==> src/rtl/tick_gen.sv <==
// tick_gen: parametrised clock-enable generator.
//
// A runtime-programmable base divider produces tick[0]; NSTAGE fixed-ratio
// stages of SUB_DIV each produce tick[1..NSTAGE]. All ticks are registered,
// single-cycle clock enables. The design never gates the clock.
//
// Ports:
//   clk         system clock
//   reset       asynchronous, active-high reset
//   en          count enable; all counters freeze while low
//   clr         synchronous clear of all counters (applies a pending divisor)
//   div_wr      load strobe for the base divisor shadow register
//   div_val     new base period in cycles (0 is treated as 1)
//   div_pending a written divisor is waiting for the next base terminal count
//   period      currently active base period
//   tick        tick[0] = base tick, tick[k] = cascade stage k
//   sq          (TICK_GEN_SQUARE_EN only) 50% square wave, toggles on each tick[k]
//
// Optional feature macro: TICK_GEN_SQUARE_EN adds the sq output.

module tick_gen #(
  parameter int unsigned CNT_W       = 27,
  parameter int unsigned DEFAULT_DIV = 100000,
  parameter int unsigned SUB_DIV     = 10,
  parameter int unsigned NSTAGE      = 3
) (
  input  logic              clk,
  input  logic              reset,
  input  logic              en,
  input  logic              clr,
  input  logic              div_wr,
  input  logic [CNT_W-1:0]  div_val,
  output logic              div_pending,
  output logic [CNT_W-1:0]  period,
  output logic [NSTAGE:0]   tick
`ifdef TICK_GEN_SQUARE_EN
  ,
  output logic [NSTAGE:0]   sq
`endif
);

  localparam int unsigned      SW     = $clog2(SUB_DIV);
  localparam logic [CNT_W-1:0] DefDiv = CNT_W'(DEFAULT_DIV);
  localparam logic [CNT_W-1:0] One    = CNT_W'(1);
  localparam logic [SW-1:0]    SubMax = SW'(SUB_DIV - 1);

  logic [CNT_W-1:0] bcnt_q, bcnt_d;
  logic [CNT_W-1:0] period_q, period_d;
  logic [CNT_W-1:0] shadow_q, shadow_d;
  logic             pending_q, pending_d;
  // scnt_q[i] is cascade stage i+1
  logic [SW-1:0]    scnt_q [NSTAGE];
  logic [SW-1:0]    scnt_d [NSTAGE];
  logic [NSTAGE:0]  tc;
  logic [NSTAGE:0]  tick_q;
  logic [CNT_W-1:0] div_sat;

  assign div_sat = (div_val == '0) ? One : div_val;

  // Terminal counts; clr suppresses them so no tick follows a cleared count.
  always_comb begin
    tc    = '0;
    tc[0] = en & ~clr & (bcnt_q == period_q - One);
    for (int k = 1; k <= NSTAGE; k++) begin
      tc[k] = tc[k-1] & (scnt_q[k-1] == SubMax);
    end
  end

  always_comb begin
    bcnt_d    = bcnt_q;
    period_d  = period_q;
    shadow_d  = shadow_q;
    pending_d = pending_q;
    for (int i = 0; i < NSTAGE; i++) begin
      scnt_d[i] = scnt_q[i];
    end

    if (clr) begin
      bcnt_d = '0;
      for (int i = 0; i < NSTAGE; i++) begin
        scnt_d[i] = '0;
      end
      if (pending_q) begin
        period_d  = shadow_q;
        pending_d = 1'b0;
      end
    end else if (en) begin
      bcnt_d = tc[0] ? '0 : bcnt_q + One;
      // New period only takes effect at a wrap, so the running period completes.
      if (tc[0] && pending_q) begin
        period_d  = shadow_q;
        pending_d = 1'b0;
      end
      for (int i = 0; i < NSTAGE; i++) begin
        if (tc[i]) begin
          scnt_d[i] = tc[i+1] ? '0 : scnt_q[i] + SW'(1);
        end
      end
    end

    // A write in the same cycle as an application stays pending for the next wrap.
    if (div_wr) begin
      shadow_d  = div_sat;
      pending_d = 1'b1;
    end
  end

  always_ff @(posedge clk or posedge reset) begin
    if (reset) begin
      bcnt_q    <= '0;
      period_q  <= DefDiv;
      shadow_q  <= DefDiv;
      pending_q <= 1'b0;
      tick_q    <= '0;
      for (int i = 0; i < NSTAGE; i++) begin
        scnt_q[i] <= '0;
      end
    end else begin
      bcnt_q    <= bcnt_d;
      period_q  <= period_d;
      shadow_q  <= shadow_d;
      pending_q <= pending_d;
      tick_q    <= tc;
      for (int i = 0; i < NSTAGE; i++) begin
        scnt_q[i] <= scnt_d[i];
      end
    end
  end

  assign tick        = tick_q;
  assign period      = period_q;
  assign div_pending = pending_q;

`ifdef TICK_GEN_SQUARE_EN
  logic [NSTAGE:0] sq_q;

  // Toggles on the same edge that raises tick[k].
  always_ff @(posedge clk or posedge reset) begin
    if (reset) begin
      sq_q <= '0;
    end else if (clr) begin
      sq_q <= '0;
    end else begin
      sq_q <= sq_q ^ tc;
    end
  end

  assign sq = sq_q;
`else
  // No square-wave output in this build.
`endif

endmodule
==> config.mk <==
export PLATFORM = sky130hd
export DESIGN_NAME = tick_gen
export DESIGN_NICKNAME = d
export VERILOG_FILES = /design/src/rtl/tick_gen.sv
export SDC_FILE = /design/constraint.sdc
export NUM_CORES = 1
export LEC_CHECK = 0
export BUFFER_PORTS_ARGS = -buffer_cell sky130_fd_sc_hd__buf_2
export CAP_MARGIN = 0
export CELL_PAD_IN_SITES_DETAIL_PLACEMENT = 1
export CELL_PAD_IN_SITES_GLOBAL_PLACEMENT = 1
export CORE_AREA = 2 2 119 121
export CTS_CLUSTER_SIZE = 25
export DETAILED_ROUTE_END_ITERATION = 8
export DIE_AREA = 0 0 121 123
export HOLD_SLACK_MARGIN = 0.06
export PLACE_DENSITY = 0.87
export SETUP_SLACK_MARGIN = 0.5
export SLEW_MARGIN = 40
export SYNTH_ARGS = -nofsm -noshare
export SYNTH_HDL_FRONTEND = slang
export SYNTH_SLANG_ARGS = --single-unit
==> constraint.sdc <==
create_clock -name clk -period 5.1 [get_ports clk]
set_input_delay 1.02 -clock clk [delete_from_list [all_inputs] [get_ports clk]]
set_output_delay 1.02 -clock clk [all_outputs]
set_load 0.01 [all_outputs]
Word-level counts from Yosys, hierarchy flattened
Cells that the tools add are included.

storage, ports and cells
  input port bits = 32
  bits in registers = 98
  output and inout port bits = 32
  logic and storage cells = 58

operators by class
  $add $sub $neg = 5
  reductions and logical operators = 14
  muxes and demuxes = 20
  equality and inequality tests = 5
  bitwise gates (word level) = 6

operators with widths
  kind                     number
  $mux W27                 8
  $add A27 B1 Y27 const B  1
  $eq A27 B27 Y1           1
  $logic_not A27 Y1        1
  $sub A27 B1 Y27 const B  1
  $mux W12                 2
  $mux W4                  6
  $add A4 B1 Y4 const B    3
  $eq A4 B4 Y1 const B     3
  $reduce_bool A2 Y1       5
  $reduce_and A2 Y1        4
  $reduce_bool A3 Y1       2
  $and A1 B1 Y1            5
  $mux W1                  4
  $reduce_and A3 Y1        1
  $ne A2 B1 Y1 const B     1
  $logic_and A1 B1 Y1      1
  $not A1 Y1               1

Depth between registers and ports, before layout
  depth in word-level cells = 10
  depth in mapped cells = 15
  depth with buffers taken out = 10

Least setup slack after synthesis
OpenSTA, ideal clock, no wires.

  kind = flip-flop to flip-flop
  start point = register period_q[0] (netlist: period[0])
  end point = register scnt_q[0] (netlist bit)
  setup time = 0.125 ns
  period minus slack after synthesis = 3.576 ns
  slack = 1.524 ns
  arrival time = 3.452 ns
  data required time = 4.975 ns
  cell stages (with the launch flop) = 14
  path through = dfrtp_1 clkbuf_1 inv_1 ha_1 clkbuf_1 nand2b_1 nor3_1 mux2_2 nor3_1 nand4_1 or4_4 buf_6 nor3_1 mux2_2

on the way
  longest elaborated chain between the ends = 10
  elaborated cells on any way between the ends = 12

RTL lines
  element                         RTL line  RTL
  start, declared                 48        logic [CNT_W-1:0] period_q, period_d;
  start signal, assigned          111       period_q <= DefDiv;
  start signal, assigned          120       period_q <= period_d;
  $sub A27 B1 Y27 (*)             63        tc[0] = en & ~clr & (bcnt_q == period_q - One);
  $eq A27 B27 Y1 (*)              63
  $and A1 B1 Y1 (*)               63
  $and A1 B1 Y1 (*) (2 in a row)  65        tc[k] = tc[k-1] & (scnt_q[k-1] == SubMax);
  $and A1 B1 Y1                   65
  $mux W4                         96        scnt_d[i] = tc[i+1] ? '0 : scnt_q[i] + SW'(1);
  $mux W4                         95        if (tc[i]) begin
  $mux W12                        87        end else if (en) begin
  $mux W12                        78        if (clr) begin
  end signal, assigned by index   125       scnt_q[i] <= scnt_d[i];
  end, declared                   52        logic [SW-1:0] scnt_q [NSTAGE];

Every way passes the cells marked *; elsewhere a longest branch is shown, timed or not. The select of a mux whose other input is x is not followed.
A chain may end at the register's enable or synchronous reset.

Worst setup path in the final report
Ends and elaborated chain as after synthesis.

==> impl_metrics.json <==
{
  "grt_pass1_vias": 5308,
  "synth-compound-area-share_pct": 14.0,
  "grt_pass1_wl_mm": 27.9,
  "htreeDepth": 3,
  "clk_latency_ns": 0.36,
  "syn_area_mm2": 0.00596,
  "power_mw": 2.07,
  "grtUsageTotal_pct": 23.9,
  "drtIter0Drc": 265,
  "setup_viol": 0,
  "synth_top_family_by_area": "simple AND/OR/NAND/NOR gates",
  "critical_path_class": "reg2reg",
  "cts_max_path_buffers": 2,
  "numPortBuffers": 63,
  "synth_edf_count": 0,
  "final_antenna_net_count": 0,
  "powerDensity_mw_per_mm2": 314,
  "vias_per_cell": 5.93,
  "root_buffer": "clkbuf_16",
  "grt_max_degree": 56,
  "cp-end-kind": "flop",
  "postSynthCellCount": 625,
  "start_util_pct": 43.8,
  "synthAdderAreaFrac_pct": 1.68,
  "syn_nets": 665,
  "cts.sinks": 98,
  "layout_min_cycle_time_ns": 4.33,
  "cts_resized": 0,
  "die_y_um": 123,
  "drv_slew": 0,
  "worst_pin_slew_ns": 0.766,
  "overflow": 0,
  "ys_seq_area_share_pct": 41.4,
  "irDropWorstVdd_mv": 0.217,
  "num-fill-cells": 1536,
  "syn_area_per_cell_um2": 9.54,
  "yosys_most_used_dff": "dfrtp_1",
  "rows": 43,
  "grt_setup_unrepaired": "no",
  "dieArea_mm2": 0.0149,
  "cts_made_buffers": 9,
  "antenna_found_initial": 0,
  "cp-start-kind": "flop",
  "post_dp_cell_area_mm2": 0.00631,
  "finalWirelength_mm": 16.9,
  "yosys.area_share.xor_xnor_pct": 8.23,
  "wire_per_inst_um": 19.9,
  "cp.arrival_ns": 4.56,
  "dp.cells": 832,
  "design_area_mm2": 0.00660,
  "fin_cells": 848,
  "hpwl_mm": 11.8,
  "cts_setup_buffers": 0,
  "status": "complete, no violations",
  "drc_errors": 0,
  "ys_types": 59,
  "drive_above_1_share_pct": 25.4,
  "synthMuxAreaShare_pct": 6.97,
  "hold_path_depth": 1,
  "reg2reg_depth": 10,
  "crit_fanout": 15,
  "multi_input_area_mm2": 0.00320,
  "holdBufCountCts": 0,
  "drv_cap": 0,
  "layout.nets": 703,
  "min_period_over_period_pct": 84.9,
  "hold_viol": 0,
  "most-common-layout-cells": "85 x nand2_1, 85 x dfrtp_1, 63 x buf_2, 59 x nor2_1",
  "regArea_mm2": 0.00247,
  "vias": 5025,
  "synth-simple-area-share_pct": 22.7,
  "yosysWarningCount": 0,
  "leakagePower_nw": 2.68,
  "antennaDiodeCount": 0,
  "synth_seq_cells": 98,
  "slew-limit-headroom_pct": 48.5,
  "min_path_type": "reg2reg",
  "final_util_pct": 48.5,
  "ioPinCount": 64,
  "core_mm2": 0.0136,
  "dr.pass1.iters": 5,
  "path_clk_slew_ns": 0.07,
  "place.gp.congestion": 0.899,
  "fmax_ghz": 0.231,
  "clock-skew-final_ns": 0.00751,
  "required_ns": 5.34,
  "cts_tree": "built",
  "final.setup.tns_ns": 0,
  "async_flop_share_pct": 100,
  "die_w_um": 121,
  "area_delta_synth_final_pct": 10.7
}
stage by stage:
stage | hold slack, ns | worst slack (ns)
global route | 0.529 | 0.578
finish | 0.515 | 0.772
CTS | 0.514 | 0.883
global placement | 0.474 | 1.12
floorplan | 0.454 | 1.52
detailed placement | 0.496 | 0.949
where the power goes:
part           switching [mW]  internal [mW]
Sequential              0.133          0.849
Clock                   0.318          0.360
Combinational           0.238          0.173
Total                   0.689           1.38
sequential cells by signal, summed over array words and instances (netlist names):
| signal | count |
|---|---|
| bcnt_q | 27 |
| period | 27 |
| shadow_q | 27 |
| scnt_q | 12 |
| tick | 4 |
| div_pending | 1 |
final timing paths:
kind | startpoint | endpoint | slack, ns
max in group asynchronous | reset | div_pending | 3.23
max | period[0] | scnt_q[0] | 0.77
min in group asynchronous | reset | shadow_q[3] | 0.78
min | shadow_q[24] | shadow_q[24] | 0.52
min reg2reg | shadow_q[24] | shadow_q[24] | 0.52
max reg2reg | period[0] | scnt_q[0] | 0.77
logic make-up after synthesis:
| family | count (synthesis) |
|---|---|
| AND/OR/NAND/NOR | 268 |
| flip-flops | 98 |
| buffers and inverters | 56 |
| multiplexers | 37 |
| adder cells (fa/ha/maj) | 8 |
| XOR/XNOR | 56 |
| AO/OA/AOI/OAI | 102 |
worst max-delay path: stages (launching register included):
cell and delay (ns):
dfrtp_1 0.54, inv_1 0.15, ha_1 0.41, nand2b_1 0.17
nor3_1 0.62, nand4_1 0.21, o21ai_0 0.40, nand4_1 0.60
buf_4 0.42, nor3_1 0.30, mux2_2 0.38
layer usage:
layer	wire length [µm]	part of all wire, %	track usage, %
met3	663	3.9	3.23
met1	7490	44	31.1
met5	0	0	0
met4	287	1.7	8.65
met2	8470	50	40.7
synth_stat cells (3+ instances only):
cell type  instances  area (µm²)
o22ai_1            3        18.8
or3_1              5        31.3
nand4_1           15        93.8
dfrtp_1           86        2150
nor2b_1           10        62.6
nand2b_1           6        37.5
clkbuf_1          29         109
o211ai_2          20         250
nand3_1           15        75.1
o311ai_1           3        26.3
ha_1               8         100
xor2_1            29         254
nand4b_1           3        26.3
a21o_1             3        22.5
xnor2_1           27         236
nor3_1            26         130
and4_1             5        43.8
nor4_1            14        87.6
buf_6              6        67.6
nor2_1            59         221
o21ai_0           11        55.1
inv_1             12        45.0
or4_1              5        37.5
dfstp_2           12         315
a21oi_1            8        40.0
mux2_2            36         405
or2_2              3        18.8
o211ai_1          36         270
buf_2              4        20.0
nand2_1           85         319
cell type report:
| type | instances | area share, % |
|---|---|---|
| Sequential cell | 98 | 37.4 |
| Clock inverter | 5 | 0.569 |
| Clock buffer | 11 | 3.83 |
| Tap cell | 180 | 3.41 |
| Timing Repair Buffer | 69 | 5.46 |
| Multi-Input combinational cell | 471 | 48.5 |
| Inverter | 14 | 0.834 |
No activity file was read; power rests on OpenSTA's default activity.
